## src/rtl/uart_rx_frame_pkg.sv

```systemverilog
// rtl/uart_rx_frame_pkg.sv - shared UART receive types, frame constants and parity helper
package uart_rx_frame_pkg;

  localparam int UART_OVERSAMPLE = 8;
  localparam int UART_DATA_BITS  = 8;

  typedef enum logic [2:0] {
    IDLE,
    START,
    DATA,
    PARITY,
    STOP
  } uart_rx_state_e;

  // data_xor is the reduction XOR of the data bits; odd selects odd parity
  function automatic logic parity_mismatch(input logic data_xor, input logic par_bit, input logic odd);
    return (data_xor ^ par_bit) != odd;
  endfunction

endpackage

```

## src/rtl/uart_rx_frame_if.sv

```systemverilog
// rtl/uart_rx_frame_if.sv - received-byte valid/ready port with frame and parity status
interface uart_rx_frame_if
  import uart_rx_frame_pkg::*;
#(
  parameter int DATA_BITS = UART_DATA_BITS
);

  logic [DATA_BITS-1:0] rx_data;
  logic                 rx_valid;
  logic                 rx_ready;
  logic                 rx_frame_err;
  logic                 rx_parity_err;

  modport master (
    output rx_data,
    output rx_valid,
    output rx_frame_err,
    output rx_parity_err,
    input  rx_ready
  );

  modport slave (
    input  rx_data,
    input  rx_valid,
    input  rx_frame_err,
    input  rx_parity_err,
    output rx_ready
  );

endinterface

```

## src/rtl/uart_rx_frame_sync.sv

```systemverilog
// rtl/uart_rx_frame_sync.sv - rx_serial synchroniser, line falling-edge and oversample tick detect
module uart_rx_frame_sync #(
  parameter int SYNC_STAGES = 2
) (
  input  logic clk,
  input  logic reset,
  input  logic rx_baud_clk,
  input  logic rx_serial,
  output logic rxd,
  output logic fall,
  output logic tick
);

  logic [SYNC_STAGES-1:0] sync_q;
  logic                   rxd_q;
  logic                   baud_q;

  // Line flops reset high so a reset never looks like a start edge
  always_ff @(posedge clk) begin
    if (reset) begin
      sync_q <= '1;
      rxd_q  <= 1'b1;
      baud_q <= 1'b0;
    end else begin
      sync_q <= {sync_q[SYNC_STAGES-2:0], rx_serial};
      rxd_q  <= sync_q[SYNC_STAGES-1];
      baud_q <= rx_baud_clk;
    end
  end

  assign rxd  = sync_q[SYNC_STAGES-1];
  assign fall = rxd_q & ~rxd;
  assign tick = rx_baud_clk & ~baud_q;

endmodule

```

## src/rtl/uart_rx_frame.sv

```systemverilog
// rtl/uart_rx_frame.sv - UART receive framer: start detect, mid-bit sampling, parity/stop check, output register
module uart_rx_frame
  import uart_rx_frame_pkg::*;
#(
  parameter int DATA_BITS   = UART_DATA_BITS,
  parameter int OVERSAMPLE  = UART_OVERSAMPLE,
  parameter int SYNC_STAGES = 2
) (
  input  logic            clk,
  input  logic            reset,
  input  logic            rx_baud_clk,
  input  logic            rx_serial,
  input  logic            parity_en,
  input  logic            parity_odd,
  uart_rx_frame_if.master rx_if,
  output logic            rx_overrun,
  input  logic            overrun_clr,
  output logic            rx_busy
);

  localparam int TW = (OVERSAMPLE > 1) ? $clog2(OVERSAMPLE) : 1;
  localparam int BW = (DATA_BITS > 1) ? $clog2(DATA_BITS) : 1;
  localparam logic [TW-1:0] TICK_MID  = TW'(OVERSAMPLE / 2 - 1);
  localparam logic [TW-1:0] TICK_LAST = TW'(OVERSAMPLE - 1);
  localparam logic [BW-1:0] BIT_LAST  = BW'(DATA_BITS - 1);

  logic rxd;
  logic fall;
  logic tick;

  uart_rx_state_e       state_q, state_n;
  logic [TW-1:0]        tick_cnt_q, tick_cnt_n;
  logic [BW-1:0]        bit_cnt_q, bit_cnt_n;
  logic [DATA_BITS-1:0] shift_q, shift_n;
  logic                 par_en_q, par_en_n;
  logic                 par_odd_q, par_odd_n;
  logic                 par_err_q, par_err_n;
  logic                 deliver;
  logic                 drop;

  logic [DATA_BITS-1:0] data_q;
  logic                 valid_q;
  logic                 ferr_q;
  logic                 perr_q;
  logic                 overrun_q;

  uart_rx_frame_sync #(
    .SYNC_STAGES (SYNC_STAGES)
  ) u_sync (
    .clk         (clk),
    .reset       (reset),
    .rx_baud_clk (rx_baud_clk),
    .rx_serial   (rx_serial),
    .rxd         (rxd),
    .fall        (fall),
    .tick        (tick)
  );

  always_ff @(posedge clk) begin
    if (reset) begin
      state_q    <= IDLE;
      tick_cnt_q <= '0;
      bit_cnt_q  <= '0;
      shift_q    <= '0;
      par_en_q   <= 1'b0;
      par_odd_q  <= 1'b0;
      par_err_q  <= 1'b0;
    end else begin
      state_q    <= state_n;
      tick_cnt_q <= tick_cnt_n;
      bit_cnt_q  <= bit_cnt_n;
      shift_q    <= shift_n;
      par_en_q   <= par_en_n;
      par_odd_q  <= par_odd_n;
      par_err_q  <= par_err_n;
    end
  end

  always_comb begin
    state_n    = state_q;
    tick_cnt_n = tick_cnt_q;
    bit_cnt_n  = bit_cnt_q;
    shift_n    = shift_q;
    par_en_n   = par_en_q;
    par_odd_n  = par_odd_q;
    par_err_n  = par_err_q;
    deliver    = 1'b0;

    case (state_q)
      IDLE: begin
        if (fall) begin
          state_n    = START;
          tick_cnt_n = '0;
        end
      end

      // Half a bit after the edge: a high line means the start was a glitch
      START: begin
        if (tick) begin
          if (tick_cnt_q == TICK_MID) begin
            if (rxd) begin
              state_n = IDLE;
            end else begin
              state_n    = DATA;
              tick_cnt_n = '0;
              bit_cnt_n  = '0;
              par_en_n   = parity_en;
              par_odd_n  = parity_odd;
              par_err_n  = 1'b0;
            end
          end else begin
            tick_cnt_n = tick_cnt_q + TW'(1);
          end
        end
      end

      DATA: begin
        if (tick) begin
          if (tick_cnt_q == TICK_LAST) begin
            tick_cnt_n = '0;
            shift_n    = {rxd, shift_q[DATA_BITS-1:1]};
            if (bit_cnt_q == BIT_LAST) begin
              state_n = par_en_q ? PARITY : STOP;
            end else begin
              bit_cnt_n = bit_cnt_q + BW'(1);
            end
          end else begin
            tick_cnt_n = tick_cnt_q + TW'(1);
          end
        end
      end

      PARITY: begin
        if (tick) begin
          if (tick_cnt_q == TICK_LAST) begin
            tick_cnt_n = '0;
            par_err_n  = parity_mismatch(^shift_q, rxd, par_odd_q);
            state_n    = STOP;
          end else begin
            tick_cnt_n = tick_cnt_q + TW'(1);
          end
        end
      end

      // Return to IDLE mid stop bit so the next start edge is never missed
      STOP: begin
        if (tick) begin
          if (tick_cnt_q == TICK_LAST) begin
            tick_cnt_n = '0;
            deliver    = 1'b1;
            state_n    = IDLE;
          end else begin
            tick_cnt_n = tick_cnt_q + TW'(1);
          end
        end
      end

      default: begin
        state_n = IDLE;
      end
    endcase
  end

  assign drop = deliver & valid_q & ~rx_if.rx_ready;

  // A frame only overwrites the held byte if that byte leaves this same cycle
  always_ff @(posedge clk) begin
    if (reset) begin
      data_q    <= '0;
      valid_q   <= 1'b0;
      ferr_q    <= 1'b0;
      perr_q    <= 1'b0;
      overrun_q <= 1'b0;
    end else begin
      if (deliver && !drop) begin
        data_q  <= shift_q;
        ferr_q  <= ~rxd;
        perr_q  <= par_en_q & par_err_q;
        valid_q <= 1'b1;
      end else if (valid_q && rx_if.rx_ready) begin
        valid_q <= 1'b0;
      end

      if (drop) begin
        overrun_q <= 1'b1;
      end else if (overrun_clr) begin
        overrun_q <= 1'b0;
      end
    end
  end

  assign rx_if.rx_data       = data_q;
  assign rx_if.rx_valid      = valid_q;
  assign rx_if.rx_frame_err  = ferr_q;
  assign rx_if.rx_parity_err = perr_q;
  assign rx_overrun          = overrun_q;
  assign rx_busy             = (state_q != IDLE);

endmodule
```

## src/flat_wrapper.sv

```systemverilog
// flat-port wrapper written by rule: the top's interface ports become plain ports
module uart_rx_frame_flat import uart_rx_frame_pkg::*;
#(
  parameter int DATA_BITS   = UART_DATA_BITS,
  parameter int OVERSAMPLE  = UART_OVERSAMPLE,
  parameter int SYNC_STAGES = 2
)
  (clk, reset, rx_baud_clk, rx_serial, parity_en, parity_odd, rx_overrun, overrun_clr, rx_busy, rx_if_rx_data, rx_if_rx_valid, rx_if_rx_frame_err, rx_if_rx_parity_err, rx_if_rx_ready);
  uart_rx_frame_if #(.DATA_BITS(DATA_BITS)) rx_if_i ();
  input  logic clk;
  input  logic reset;
  input  logic rx_baud_clk;
  input  logic rx_serial;
  input  logic parity_en;
  input  logic parity_odd;
  output logic rx_overrun;
  input  logic overrun_clr;
  output logic rx_busy;
  output wire logic [$bits(rx_if_i.rx_data)-1:0] rx_if_rx_data;
  output wire logic [$bits(rx_if_i.rx_valid)-1:0] rx_if_rx_valid;
  output wire logic [$bits(rx_if_i.rx_frame_err)-1:0] rx_if_rx_frame_err;
  output wire logic [$bits(rx_if_i.rx_parity_err)-1:0] rx_if_rx_parity_err;
  input wire logic [$bits(rx_if_i.rx_ready)-1:0] rx_if_rx_ready;
  assign rx_if_rx_data = rx_if_i.rx_data;
  assign rx_if_rx_valid = rx_if_i.rx_valid;
  assign rx_if_rx_frame_err = rx_if_i.rx_frame_err;
  assign rx_if_rx_parity_err = rx_if_i.rx_parity_err;
  assign rx_if_i.rx_ready = rx_if_rx_ready;
  uart_rx_frame #(.DATA_BITS(DATA_BITS), .OVERSAMPLE(OVERSAMPLE), .SYNC_STAGES(SYNC_STAGES)) u_core (.clk(clk), .reset(reset), .rx_baud_clk(rx_baud_clk), .rx_serial(rx_serial), .parity_en(parity_en), .parity_odd(parity_odd), .rx_if(rx_if_i), .rx_overrun(rx_overrun), .overrun_clr(overrun_clr), .rx_busy(rx_busy));
endmodule
```

## config.mk

```make
export PLATFORM = sky130hd
export DESIGN_NAME = uart_rx_frame_flat
export DESIGN_NICKNAME = d
export VERILOG_FILES = /design/src/rtl/uart_rx_frame_pkg.sv /design/src/rtl/uart_rx_frame_if.sv /design/src/rtl/uart_rx_frame_sync.sv /design/src/rtl/uart_rx_frame.sv /design/src/flat_wrapper.sv
export SDC_FILE = /design/constraint.sdc
export NUM_CORES = 1
export LEC_CHECK = 0
export CORE_UTILIZATION = 55
export DETAILED_ROUTE_END_ITERATION = 12
export PLACE_DENSITY = 0.79
export RECOVER_POWER = 100
export SLEW_MARGIN = 20
export SYNTH_ARGS = -nofsm -noshare
export SYNTH_HDL_FRONTEND = slang
export SYNTH_SLANG_ARGS = --single-unit
```

## constraint.sdc

```tcl
create_clock -name clk -period 4.3 [get_ports clk]
set_clock_uncertainty 0.1 [all_clocks]
set_input_delay 1.29 -clock clk [delete_from_list [all_inputs] [get_ports clk]]
set_output_delay 1.29 -clock clk [all_outputs]
set_load 0.02 [all_outputs]
```

==> flow_summary.toml <==
[finish]
synthToLayoutAreaGrowth_pct = 13.6
final_nets = 223
n_fill_cell = 244
final_cell_area_mm2 = 0.00196
drive_above_1_share_pct = 5.24
antenna_cells = 0

[floorplan]
die_y_um = 58.0
die_w_um = 58.0
start_util_pct = 60.4
die_area_mm2 = 0.00336
core_area_mm2 = 0.00285
std_cell_rows = 19
io_pins = 21

[global_routing]
grt_max_degree = 25
grt_antenna_before_repair = 0
grt_overflow = 0
grt_usage_pct = 21.3
grt_pass1_vias = 1245
grt_first_pass_wirelength_um = 5340

[sta]
drv_slew = 0
tns_ns = 0
rsz0062_at_grt = "false"
fin_crit_ns = 3.39
setup_violations = 0
relSlewSlack_pct = 7.95
timing.fmax_mhz = 295
hold_violations = 0
fin_crit_sh_pct = 78.8
worst_slew_pin_slew_ns = 1.37

[cts]
cts_setup_buffers = 0
clock_latency_ns = 0.34
cts_tree = "done"
clk_pin_slew_ns = 0.10
cts_resized = 0
cts_htree_levels = 2
numCtsBuffers = 5
cts_num_sinks = 36
cts_hold_buf = 0
root_buffer = "clkbuf_4"
cts_buffer_depth = 2

[logic_synthesis]
synth_edf_count = 0
synth.avg_cell_area_um2 = 8.98
ys_seq_area_share_pct = 41.8
syn_nets = 206
syn_inst = 192
ys_seq_elements = 36
synth_cell_types = 34
ys.flop_type = "dfxtp_1"
synth_area_mm2 = 0.00172
async_flop_share_pct = 0
ys_warn_count = 0

[placed_design]
placed_area_mm2 = 0.00192
io_buffers = 20
place_congestion = 0.800
place_hpwl_um = 2260

[hold_path]
hold_path_class = "flop to flop"

[drt]
ant_nets = 0
firstDrtPassIters = 8
via_per_inst = 5.59
totalWireLength_um = 3150
vias = 1348
drtIter0Drc = 53
drc_errors = 2
routedWlPerCell_um = 13.1

[critical_path]
slowest_stage = "nor3_1"
max_stage_delay_ns = 1.06
path_max_fanout = 8
cp.required_ns = 4.40
path_cells = "dlygate4sd3_1, nand3b_1, nor3_1, mux2i_1, nor2_1"
startpoint_type = "input pin"
arrival_ns = 3.49
end_kind = "flop"
critical_path_class = "input pin to flop"

[power]
leakagePower_nw = 0.807
p_int_mw = 0.453
p_sw_mw = 0.157
seq_power_share_pct = 57.7
pwr-share-comb_pct = 11.2
switching_share_pct = 25.8
power.density_mw_per_mm2 = 311
power_frac_clock_pct = 31.0
peakVddDrop_mv = 0.193

[run_status]
status = "finished, violations left"
violations = "design-rule violations"

[run]
drv_cap = 0
[power by group through the flow]
stage,clock network (mW),logic (mW),registers (mW)
global placement,0,0.0689,0.360
floorplan,0,0.0592,0.353
finish,0.189,0.0685,0.352
global route,0.208,0.0771,0.355
CTS,0.195,0.0718,0.353
detailed placement,0,0.0715,0.361
[area by class of cell]
| type | instances | area, µm² | share of cell area [%] |
|---|---|---|---|
| flip-flops and latches | 36 | 721 | 36.8 |
| well taps | 31 | 38.8 | 1.98 |
| multi-input cells | 139 | 911 | 46.5 |
| clock inverters | 1 | 7.51 | 0.383 |
| inverters | 6 | 22.5 | 1.15 |
| repair buffers | 21 | 204 | 10.4 |
| clock buffers | 7 | 55.1 | 2.81 |
[registers in the layout, summed over array words and instances, names as in the netlist]
signal	count
u_core.tick_cnt_q	3
u_core.rx_if.rx_data	8
u_core.rx_if.rx_frame_err	1
u_core.par_odd_q	1
u_core.u_sync.rxd_q	1
u_core.bit_cnt_q	3
u_core.u_sync.sync_q	2
u_core.par_err_q	1
u_core.rx_if.rx_valid	1
u_core.state_q	3
u_core.rx_overrun	1
u_core.shift_q	8
u_core.rx_if.rx_parity_err	1
u_core.par_en_q	1
u_core.u_sync.baud_q	1
[cells in the mapped netlist (3+ instances only)]
master / instances / area [µm²]
nand3b_1: 3 / 22.5
ha_1: 6 / 75.1
nor2b_1: 3 / 18.8
o21ai_0: 7 / 35.0
nor3b_1: 3 / 22.5
or2_2: 3 / 18.8
mux2i_1: 20 / 200
inv_1: 6 / 22.5
xnor2_1: 7 / 61.3
buf_2: 3 / 15.0
a32oi_1: 4 / 35.0
nand3_1: 6 / 30.0
nand2_1: 6 / 22.5
a21oi_1: 14 / 70.1
nand2b_1: 3 / 18.8
nor2_1: 37 / 139
dfxtp_1: 36 / 721
clkbuf_1: 7 / 26.3
[cells in the final DEF, fill, tap and decap left out, types with 2 or more instances in the layout]
cell type and n:
inv_1 6, or2_2 3, mux2i_1 20, ha_1 6, clkbuf_4 5, nand3b_1 3, dlygate4sd3_1 15, xnor2_1 7
nand3_1 6, a21oi_1 14, nor2b_1 3, and3b_1 2, nand2b_1 3, clkdlybuf4s50_1 5, o21ai_0 7, nand2_1 6
nor3b_1 3, nor3_1 3, nor2_1 37, clkbuf_1 2, dfxtp_1 36, a32oi_1 4
[worst max-delay path: cells and delay by family]
kind                   cells  cell delay (ns)
buffers and inverters      1             0.63
multiplexers               1             0.29
AND/OR/NAND/NOR            3             1.28
[final timing paths]
kind / startpoint / to / slack (ns) / cells past startpoint
worst min register to register: u_core.u_sync.sync_q[0] / u_core.u_sync.sync_q[1] / 0.33 / 1
worst min-delay path: u_core.u_sync.sync_q[0] / u_core.u_sync.sync_q[1] / 0.33 / 1
worst max register to register: u_core.state_q[1] / u_core.shift_q[3] / 1.66 / 4
worst max-delay path: rx_baud_clk / u_core.shift_q[3] / 0.91 / 5
[stage by stage]
step	util (%)	power, mW	hold WS, ns	setup WS, ns	cells
global placement	67.2	0.429	0.293	1.06	233
global route	68.7	0.639	0.340	0.787	241
detailed placement	67.2	0.432	0.302	0.931	233
floorplan	-	0.412	0.289	1.76	192
finish	68.7	0.610	0.327	0.911	241
CTS	69.4	0.619	0.333	1.02	241
[cell families after synthesis]
logic type	Yosys count	synth area share, %
AO/OA/AOI/OAI	31	11.2
XOR/XNOR	8	4.86
adder cells (fa/ha/maj)	6	4.35
buffers and inverters	17	4.35
flip-flops	36	41.8
multiplexers	20	11.6
AND/OR/NAND/NOR	74	21.8
[per-layer routing]
layer	GRT usage, %	up-vias	part of all wire (%)
met4	12.2	0	1.9
met3	5.36	7	5.2
li1	-	691	-
met5	0	-	0
met1	25.3	613	46
met2	35.0	37	47
Power figures use the tool's default switching activity.
